## src/rtl/fetch_queue_if.sv

```systemverilog
// ROM read bus plus instruction valid/ready handshake and redirect request.
// The fetch_queue side uses the master modport; the ROM/consumer side uses slave.
interface fetch_queue_if #(
    parameter int D = 12,
    parameter int W = 9
);
    logic [D-1:0] rom_addr;
    logic         rom_rd;
    logic [W-1:0] rom_data;
    logic [W-1:0] instr;
    logic [D-1:0] instr_pc;
    logic         instr_valid;
    logic         instr_ready;
    logic         redirect;
    logic [D-1:0] redirect_target;

    modport master (
        output rom_addr, rom_rd, instr, instr_pc, instr_valid,
        input  rom_data, instr_ready, redirect, redirect_target
    );

    modport slave (
        input  rom_addr, rom_rd, instr, instr_pc, instr_valid,
        output rom_data, instr_ready, redirect, redirect_target
    );
endinterface

```

## src/rtl/fetch_queue.sv

```systemverilog
// Instruction fetch front end: PC owner, 1-cycle ROM reader, prefetch FIFO and redirect squash.
// Define FETCH_PERF_EN to enable the perf_bubbles counter (tied to zero otherwise).
module fetch_queue #(
    parameter int D          = 12,
    parameter int W          = 9,
    parameter int DEPTH      = 2,
    parameter int START_ADDR = 0,
    parameter int END_ADDR   = 128
) (
    input  logic          clk,
    input  logic          reset,
    input  logic          start,
    fetch_queue_if.master fq,
    output logic          busy,
    output logic          done,
    output logic [15:0]   perf_bubbles
);
    localparam int PW = $clog2(DEPTH);
    localparam int CW = PW + 1;
    localparam logic [D-1:0] START_PC = D'(START_ADDR);
    localparam logic [D-1:0] END_PC   = D'(END_ADDR);

    typedef enum logic [1:0] {IDLE, RUN, DONE} state_t;

    state_t        state_reg, state_next;
    logic [D-1:0]  pc_reg, pc_next;
    logic [PW-1:0] rd_ptr_reg, wr_ptr_reg;
    logic [CW-1:0] count_reg, count_next;
    logic          inflight_reg;
    logic [D-1:0]  inflight_pc_reg;

    logic [W-1:0]  code_mem [DEPTH];
    logic [D-1:0]  pc_mem   [DEPTH];

    logic          start_ok;
    logic          redirect_ok;
    logic          has_head;
    logic          pop;
    logic          push;
    logic          issue;
    logic [D-1:0]  fetch_pc;
    logic [CW:0]   occupancy;

    always_comb begin
        start_ok    = start && (state_reg != RUN);
        redirect_ok = fq.redirect && (state_reg == RUN);
        has_head    = (count_reg != '0);
        pop         = has_head && fq.instr_ready;
        // A return that coincides with a redirect belongs to the wrong path.
        push        = inflight_reg && !redirect_ok;
        // The start cycle already reads START_ADDR so the first instruction is valid two cycles later.
        fetch_pc    = start_ok ? START_PC : pc_reg;
        // A same-cycle pop frees a slot, which sustains one instruction per cycle.
        occupancy   = {1'b0, count_reg} + (CW+1)'(inflight_reg) - (CW+1)'(pop);
        issue       = (start_ok || ((state_reg == RUN) && !redirect_ok))
                      && (fetch_pc != END_PC)
                      && (occupancy < (CW+1)'(DEPTH));

        state_next = state_reg;
        unique case (state_reg)
            IDLE, DONE: if (start) state_next = RUN;
            RUN: begin
                if ((pc_reg == END_PC) && !has_head && !inflight_reg && !redirect_ok)
                    state_next = DONE;
            end
            default: state_next = IDLE;
        endcase

        pc_next = pc_reg;
        if (redirect_ok)
            pc_next = fq.redirect_target;
        else if (issue)
            pc_next = fetch_pc + D'(1);
        else if (start_ok)
            pc_next = START_PC;

        count_next = count_reg;
        if (redirect_ok)
            count_next = '0;
        else if (push && !pop)
            count_next = count_reg + CW'(1);
        else if (pop && !push)
            count_next = count_reg - CW'(1);
    end

    always_ff @(posedge clk or negedge reset) begin
        if (!reset) begin
            state_reg       <= IDLE;
            pc_reg          <= START_PC;
            rd_ptr_reg      <= '0;
            wr_ptr_reg      <= '0;
            count_reg       <= '0;
            inflight_reg    <= 1'b0;
            inflight_pc_reg <= '0;
        end else begin
            state_reg    <= state_next;
            pc_reg       <= pc_next;
            count_reg    <= count_next;
            inflight_reg <= issue;
            if (issue)
                inflight_pc_reg <= fetch_pc;
            if (redirect_ok) begin
                rd_ptr_reg <= '0;
                wr_ptr_reg <= '0;
            end else begin
                if (push)
                    wr_ptr_reg <= wr_ptr_reg + PW'(1);
                if (pop)
                    rd_ptr_reg <= rd_ptr_reg + PW'(1);
            end
        end
    end

    // Storage needs no reset: the head is masked to zero whenever the FIFO is empty.
    always_ff @(posedge clk) begin
        if (push) begin
            code_mem[wr_ptr_reg] <= fq.rom_data;
            pc_mem[wr_ptr_reg]   <= inflight_pc_reg;
        end
    end

    assign fq.rom_rd      = issue;
    assign fq.rom_addr    = fetch_pc;
    assign fq.instr_valid = has_head;
    assign fq.instr       = has_head ? code_mem[rd_ptr_reg] : '0;
    assign fq.instr_pc    = has_head ? pc_mem[rd_ptr_reg] : '0;
    assign busy           = (state_reg == RUN);
    assign done           = (state_reg == DONE);

`ifdef FETCH_PERF_EN
    logic [15:0] bubbles_reg;

    always_ff @(posedge clk or negedge reset) begin
        if (!reset)
            bubbles_reg <= '0;
        else if (start_ok)
            bubbles_reg <= '0;
        else if ((state_reg == RUN) && !has_head && (bubbles_reg != 16'hFFFF))
            bubbles_reg <= bubbles_reg + 16'd1;
    end

    assign perf_bubbles = bubbles_reg;
`else
    assign perf_bubbles = 16'd0;
`endif
endmodule

```

## src/flat_wrapper.sv

```systemverilog
// flat-port wrapper written by rule: the top's interface ports become plain ports
module fetch_queue_flat 
#(
    parameter int D          = 12,
    parameter int W          = 9,
    parameter int DEPTH      = 2,
    parameter int START_ADDR = 0,
    parameter int END_ADDR   = 128
)
  (clk, reset, start, busy, done, perf_bubbles, fq_rom_addr, fq_rom_rd, fq_instr, fq_instr_pc, fq_instr_valid, fq_rom_data, fq_instr_ready, fq_redirect, fq_redirect_target);
  fetch_queue_if #(.D(D), .W(W)) fq_i ();
  input  logic clk;
  input  logic reset;
  input  logic start;
  output logic busy;
  output logic done;
  output logic [15:0] perf_bubbles;
  output wire logic [$bits(fq_i.rom_addr)-1:0] fq_rom_addr;
  output wire logic [$bits(fq_i.rom_rd)-1:0] fq_rom_rd;
  output wire logic [$bits(fq_i.instr)-1:0] fq_instr;
  output wire logic [$bits(fq_i.instr_pc)-1:0] fq_instr_pc;
  output wire logic [$bits(fq_i.instr_valid)-1:0] fq_instr_valid;
  input wire logic [$bits(fq_i.rom_data)-1:0] fq_rom_data;
  input wire logic [$bits(fq_i.instr_ready)-1:0] fq_instr_ready;
  input wire logic [$bits(fq_i.redirect)-1:0] fq_redirect;
  input wire logic [$bits(fq_i.redirect_target)-1:0] fq_redirect_target;
  assign fq_rom_addr = fq_i.rom_addr;
  assign fq_rom_rd = fq_i.rom_rd;
  assign fq_instr = fq_i.instr;
  assign fq_instr_pc = fq_i.instr_pc;
  assign fq_instr_valid = fq_i.instr_valid;
  assign fq_i.rom_data = fq_rom_data;
  assign fq_i.instr_ready = fq_instr_ready;
  assign fq_i.redirect = fq_redirect;
  assign fq_i.redirect_target = fq_redirect_target;
  fetch_queue #(.D(D), .W(W), .DEPTH(DEPTH), .START_ADDR(START_ADDR), .END_ADDR(END_ADDR)) u_core (.clk(clk), .reset(reset), .start(start), .fq(fq_i), .busy(busy), .done(done), .perf_bubbles(perf_bubbles));
endmodule
```

## config.mk

```make
export PLATFORM = sky130hd
export DESIGN_NAME = fetch_queue_flat
export DESIGN_NICKNAME = d
export VERILOG_FILES = /design/src/rtl/fetch_queue_if.sv /design/src/rtl/fetch_queue.sv /design/src/flat_wrapper.sv
export SDC_FILE = /design/constraint.sdc
export NUM_CORES = 1
export LEC_CHECK = 0
export BUFFER_PORTS_ARGS = -buffer_cell sky130_fd_sc_hd__buf_2
export CORE_ASPECT_RATIO = 1.75
export CORE_MARGIN = 4
export CORE_UTILIZATION = 50
export DETAILED_ROUTE_END_ITERATION = 8
export GPL_TIMING_DRIVEN = 0
export HOLD_SLACK_MARGIN = 0.06
export PLACE_DENSITY_LB_ADDON = 0.3
export SLEW_MARGIN = 20
export SYNTH_ARGS = -nofsm -noshare
export SYNTH_HDL_FRONTEND = slang
export SYNTH_SLANG_ARGS = --single-unit
```

## constraint.sdc

```tcl
create_clock -name clk -period 3 [get_ports clk]
set_input_delay 0.15 -clock clk [delete_from_list [all_inputs] [get_ports clk]]
set_output_delay 0.15 -clock clk [all_outputs]
set_load 0.005 [all_outputs]
```

* After elaboration in Yosys (flattened, before gate mapping)
Memories as Yosys holds them, arrays and structs flattened.
Index checks and enable logic that the tools add are counted.
** Cells by class
- $add $sub $neg :: 7
- Order comparisons :: 1
- Eq/ne operators :: 7
- Muxes and demuxes :: 17
- Reductions and logical operators :: 25
** Operators with widths (number)
- $mux 12 :: 4
- $add 12x1->12 const B :: 1
- $eq 12x8->1 const B :: 1
- $logic_and 1x1->1 :: 12
- $ne 12x8->1 const B :: 1
- $mux 2 :: 5
- $mux 9 :: 1
- $mux 1 :: 6
- $reduce_bool 2->1 :: 3
- $logic_not 1->1 :: 5
- $ne 2x1->1 const B :: 2
- $pmux 2 s2 :: 1
- $add 2x1->3 :: 1
- $lt 3x2->1 const B :: 1
- $reduce_bool 3->1 :: 1
- $sub 3x1->3 :: 1
- $add 1x1->1 const B :: 2
- $add 2x1->2 const B :: 1
- $eq 2x1->1 const B :: 1
- $eq 2x2->1 const B :: 1
- $logic_not 2->1 :: 1
- $ne 2x2->1 const B :: 1
- $reduce_and 2->1 :: 1
- $reduce_or 2->1 :: 1
- 2 further kinds :: 2
** Word-level totals
- Register bits :: 31
- Bits in writable memories :: 42
- Input bits :: 26
- Output and inout port bits :: 53
- Word-level logic and storage cells :: 66
- Memories kept :: 2
** Memories
- u_core.pc_mem :: depth 2, bits a word 12, rd ports 1, clocked after memory_dff 0, wr ports 1, RTL line fetch_queue.sv:33 : logic [D-1:0] pc_mem [DEPTH];
- u_core.code_mem :: depth 2, bits a word 9, rd ports 1, clocked after memory_dff 0, wr ports 1, RTL line fetch_queue.sv:32 : logic [W-1:0] code_mem [DEPTH];

* Longest topological paths before layout
- Depth in word-level cells :: 9
- Gate-level depth with buffers :: 12

* Worst setup path before layout
Ideal clock, no wire load.
- Path type :: reg2reg
- From :: reg u_core.count_reg[1]
- To :: reg u_core.inflight_pc_reg[11]
- Setup time :: 0.125 ns
- Arrival :: 2.653 ns
- Data required time :: 2.875 ns
- Setup slack :: 0.222 ns
- Stages on the path, launching flop included :: 12
- Period minus slack after synthesis :: 2.778 ns
- Cell sequence :: dfrtp_1 nor2_1 inv_1 nand2_1 nor2_1 o21ai_0 fa_1 xnor2_4 nand4b_4 o21ai_4 buf_6 mux2_4
** Between the ends
- Longest elaborated chain between the ends :: 5
** RTL lines
- start: declaration :: RTL line fetch_queue.sv:28 : logic [CW-1:0] count_reg, count_next;
- start signal: assignment :: RTL line fetch_queue.sv:98 : count_reg <= count_next;
- $reduce_bool 2->1 :: RTL line fetch_queue.sv:47 : has_head = (count_reg != '0);
- via fq_instr_valid :: RTL line flat_wrapper.sv:22 : output wire logic [$bits(fq_i.instr_valid)-1:0] fq_instr_valid;
- $logic_and 1x1->1 :: RTL line fetch_queue.sv:48 : pop = has_head && fq.instr_ready;
- $sub 3x1->3 :: RTL line fetch_queue.sv:54 : occupancy = {1'b0, count_reg} + (CW+1)'(inflight_reg) - (CW+1)'(pop);
- $lt 3x2->1 :: RTL line fetch_queue.sv:57 : && (occupancy < (CW+1)'(DEPTH));
- $logic_and 1x1->1 :: RTL line fetch_queue.sv:57
- via fq_rom_rd :: RTL line flat_wrapper.sv:19 : output wire logic [$bits(fq_i.rom_rd)-1:0] fq_rom_rd;
- end signal: assignment :: RTL line fetch_queue.sv:101 : inflight_pc_reg <= fetch_pc;
- end: declaration :: RTL line fetch_queue.sv:30 : logic [D-1:0] inflight_pc_reg;
The timed path passes the listed nets, and every way through them passes these cells.
A chain may end at the register's enable or synchronous reset.

* Final worst setup path
- From :: reg u_core.count_reg[0]
- To :: out fq_rom_rd
** Between the ends
- Longest elaborated chain between the ends :: 5
** RTL lines (RTL line)
- branches (longest 2 deep; another with $add 2x1->3)
- $sub 3x1->3 * :: fetch_queue.sv:54
- $lt 3x2->1 * :: fetch_queue.sv:57
- $logic_and 1x1->1 * :: fetch_queue.sv:57
- end: declaration :: flat_wrapper.sv:19
Mark *: on every way between the ends.

==> results by group <==
Floorplanning
  • Row count: 39
  • Die height: 118 um
  • Die Wd: 70.9 um
  • Core area: 6640 sq um
  • Die area: ~8400 sq um
  • I/O pins: 79
  • Initial Util: 52.1%

Setup path
  • Critical Path RT: 2.85 ns
  • CP Class: flop to output pin
  • Crit path max fanout: 11
  • Crit path DAT: around 2.7 ns
  • Critical path launch point type: flop
  • CP Capture Type: output pin

Route
  • DR vias: 2391
  • Routed len/inst: around 16 um
  • Drt drc: 0
  • Final WL: around 7600 um
  • Pre-Repair DR Iteration Count: 5
  • Post-DRT Antenna Nets: 0
  • Iteration-0 DRC Markers: 91
  • Via/cell ratio: a little over 5

Placement
  • Post-Place Setup Slack: -0.107 ns
  • IO buf count: between 60 and 70
  • DP Wirelength: roughly 5600 um
  • Final GP Congestion: 0.909
  • Dpl cells: 434

Timing
  • Fmax: 0.357 GHz
  • Final Max Slew Viols: 0
  • RSZ-0062 raised after global routing: no
  • Slew @ Worst Pin: between 0.9 and 1 ns
  • WHS: 0.0776 ns
  • Max Clock Skew: 0.00264 ns
  • Final worst slack: between 0.15 and 0.2 ns
  • Crit path time final: around 2.8 ns
  • Setup violators final: 0
  • Hold Violations, Final: 0
  • Max-Slew Margin vs Limit: about a third
  • Period utilization: between 90% and 100%

Final layout
  • FILL cells: just over 500
  • Regs by FF count: u_core.pc_mem: 24 flops, u_core.code_mem: 18 flops
  • Ant diodes: 0
  • Most common cell after layout, fill and taps aside: buf_2
  • Layout cells sized above 1: 33.0%
  • Largest Register: u_core.pc_mem
  • Nets: 415
  • Most frequent cells in the layout: buf_2 (64), edfxtp_1 (42), nor2_1 (30)
  • Area grow syn2layout: 28.9%
  • Non-Filler Instances: 473
  • Max FFs per register: 24

Synth
  • Synthesized area per cell: between 10 and 15 sq um
  • Synth Cell Area: between 3000 and 4000 sq um
  • Synth warn: 0
  • FF+latch count, synth: 73
  • Ys flop type: edfxtp_1
  • EDFF count, synth: 42
  • Async S/R FF share, synth: between 40 and 50%
  • Cell variety after synth: 48
  • Register area share after synthesis: just under 60%
  • Gate Count Post-Synth: between 200 and 300

Global route
  • First-pass GRT wire length: 12100 um
  • Initial antenna violation count: 0
  • Total GRT Usage: 18.9%
  • Largest net degree at the start of global routing: 32
  • Congestion Overflow GR: 0
  • Vias in the first global route: roughly 2500

Pwr
  • Peak supply drop: 0.000609 V
  • Power density over the cells: between 900 and 1000 nW/um^2
  • Pleak: 1.89 nW
  • Total Power: 4.08 mW

Clock network
  • CTS buffer count: 9
  • Clk sinks: 73
  • Clk slew on worst S/H paths: 0.05 ns
  • H-tree Lvls: 3
  • Root Driver: clkbuf_16
  • TritonCTS clock tree: done
  • CTS max path bufs: 2
  • Worst skew pair latency: 0.33 ns

Run
  • Max Cap Viol: 0

Status
  • Status: complete, no violations

Hold path
  • Hold crit path type: primary input to flop
-- worst paths after layout --
check / start / to / slack, ns / depth (start not counted)
worst max-delay path: u_core.count_reg[0] / fq_rom_rd / 0.20 / 11
worst min-delay path: fq_redirect_target[1] / u_core.pc_reg[1] / 0.08 / 3
worst max register to register: u_core.count_reg[0] / u_core.pc_reg[11] / 0.27 / 12
worst min register to register: u_core.inflight_pc_reg[10] / u_core.pc_mem[1][10] / 0.47 / 0
max in group asynchronous: reset / u_core.count_reg[0] / 2.08 / 2
min in group asynchronous: reset / u_core.inflight_pc_reg[3] / 0.41 / 2
-- kinds of logic after synthesis --
logic type               after synthesis  synth area share, %
other                                  1                0.108
AND/OR/NAND/NOR                       89                 13.8
AO/OA/AOI/OAI                         28                 5.39
adder cells (fa/ha/maj)                3                 1.30
flip-flops                            73                 58.9
XOR/XNOR                              13                 3.84
multiplexers                          32                 10.2
buffers and inverters                 35                 6.44
-- layout make-up --
class,instances,area (sq um),area share [%]
Clock inverter,3,16.3,0.365
Clock buffer,13,260,5.84
Tap cell,82,103,2.30
Timing Repair Buffer,86,544,12.2
Inverter,9,46.3,1.04
Buffer,26,176,3.96
Multi-Input combinational cell,181,1270,28.5
Sequential cell,73,2040,45.8
-- cells in the mapped netlist (4+ instances only) --
cell,n,area share (%)
and2_1,10,1.8
edfxtp_1,42,36
mux2i_1,22,6.4
xor2_1,4,1.0
clkbuf_1,5,0.54
xnor2_1,8,2.0
nand2_1,16,1.7
dfrtp_1,31,22
mux2_2,5,1.6
buf_4,16,3.5
nand4_1,5,0.90
nor2_1,32,3.5
mux2_4,5,2.2
o21ai_0,7,1.0
o21ai_1,8,1.2
inv_1,8,0.87
-- where the power goes --
group	leakage, nW	total [mW]	internal [mW]	switching [mW]
clock network	0.133	0.973	0.600	0.372
registers	0.763	1.56	1.37	0.189
logic	0.999	1.55	0.733	0.813
total	1.89	4.08	2.70	1.37
-- stage by stage --
stage | TNS, ns | utilization [%] | instance area, sq um
after global placement | -0.921 | 59.2 | 3930
final | 0 | 67.2 | 4460
after detailed placement | -0.529 | 59.4 | 3940
after CTS | 0 | 66.8 | 4430
after global routing | 0 | 67.2 | 4460
after floorplan | 0 | - | 3510
-- timing repair --
item	in CTS	in global routing
endpoints found under the setup margin	8	1
gates resized for setup	3	4
pin swaps	2	1
setup buffers	1	2
hold endpoints to repair	59	0
hold buffers	20	0
-- layer usage --
layer  vias up  part of all wire (%)  wire length, um  track usage, %
li1       1165                     -                -               -
met1      1121                    35             2650            19.2
met2        83                    57             4300            34.5
met3        22                   4.6              346            4.44
met4         0                   3.6              276            10.1
met5         -                     0                0               0
-- worst max-delay path, cell delays in order (launching register included) --
cell and delay, ns:
dfrtp_2 0.44, nor2_2 0.08, inv_1 0.14, nand2_2 0.12, nor2_4 0.11, o21ai_0 0.12, fa_2 0.40, xnor2_4 0.25
nand4_1 0.23, o21ai_4 0.11, buf_6 0.19, buf_2 0.13
(Power assumes the default switching activity.)
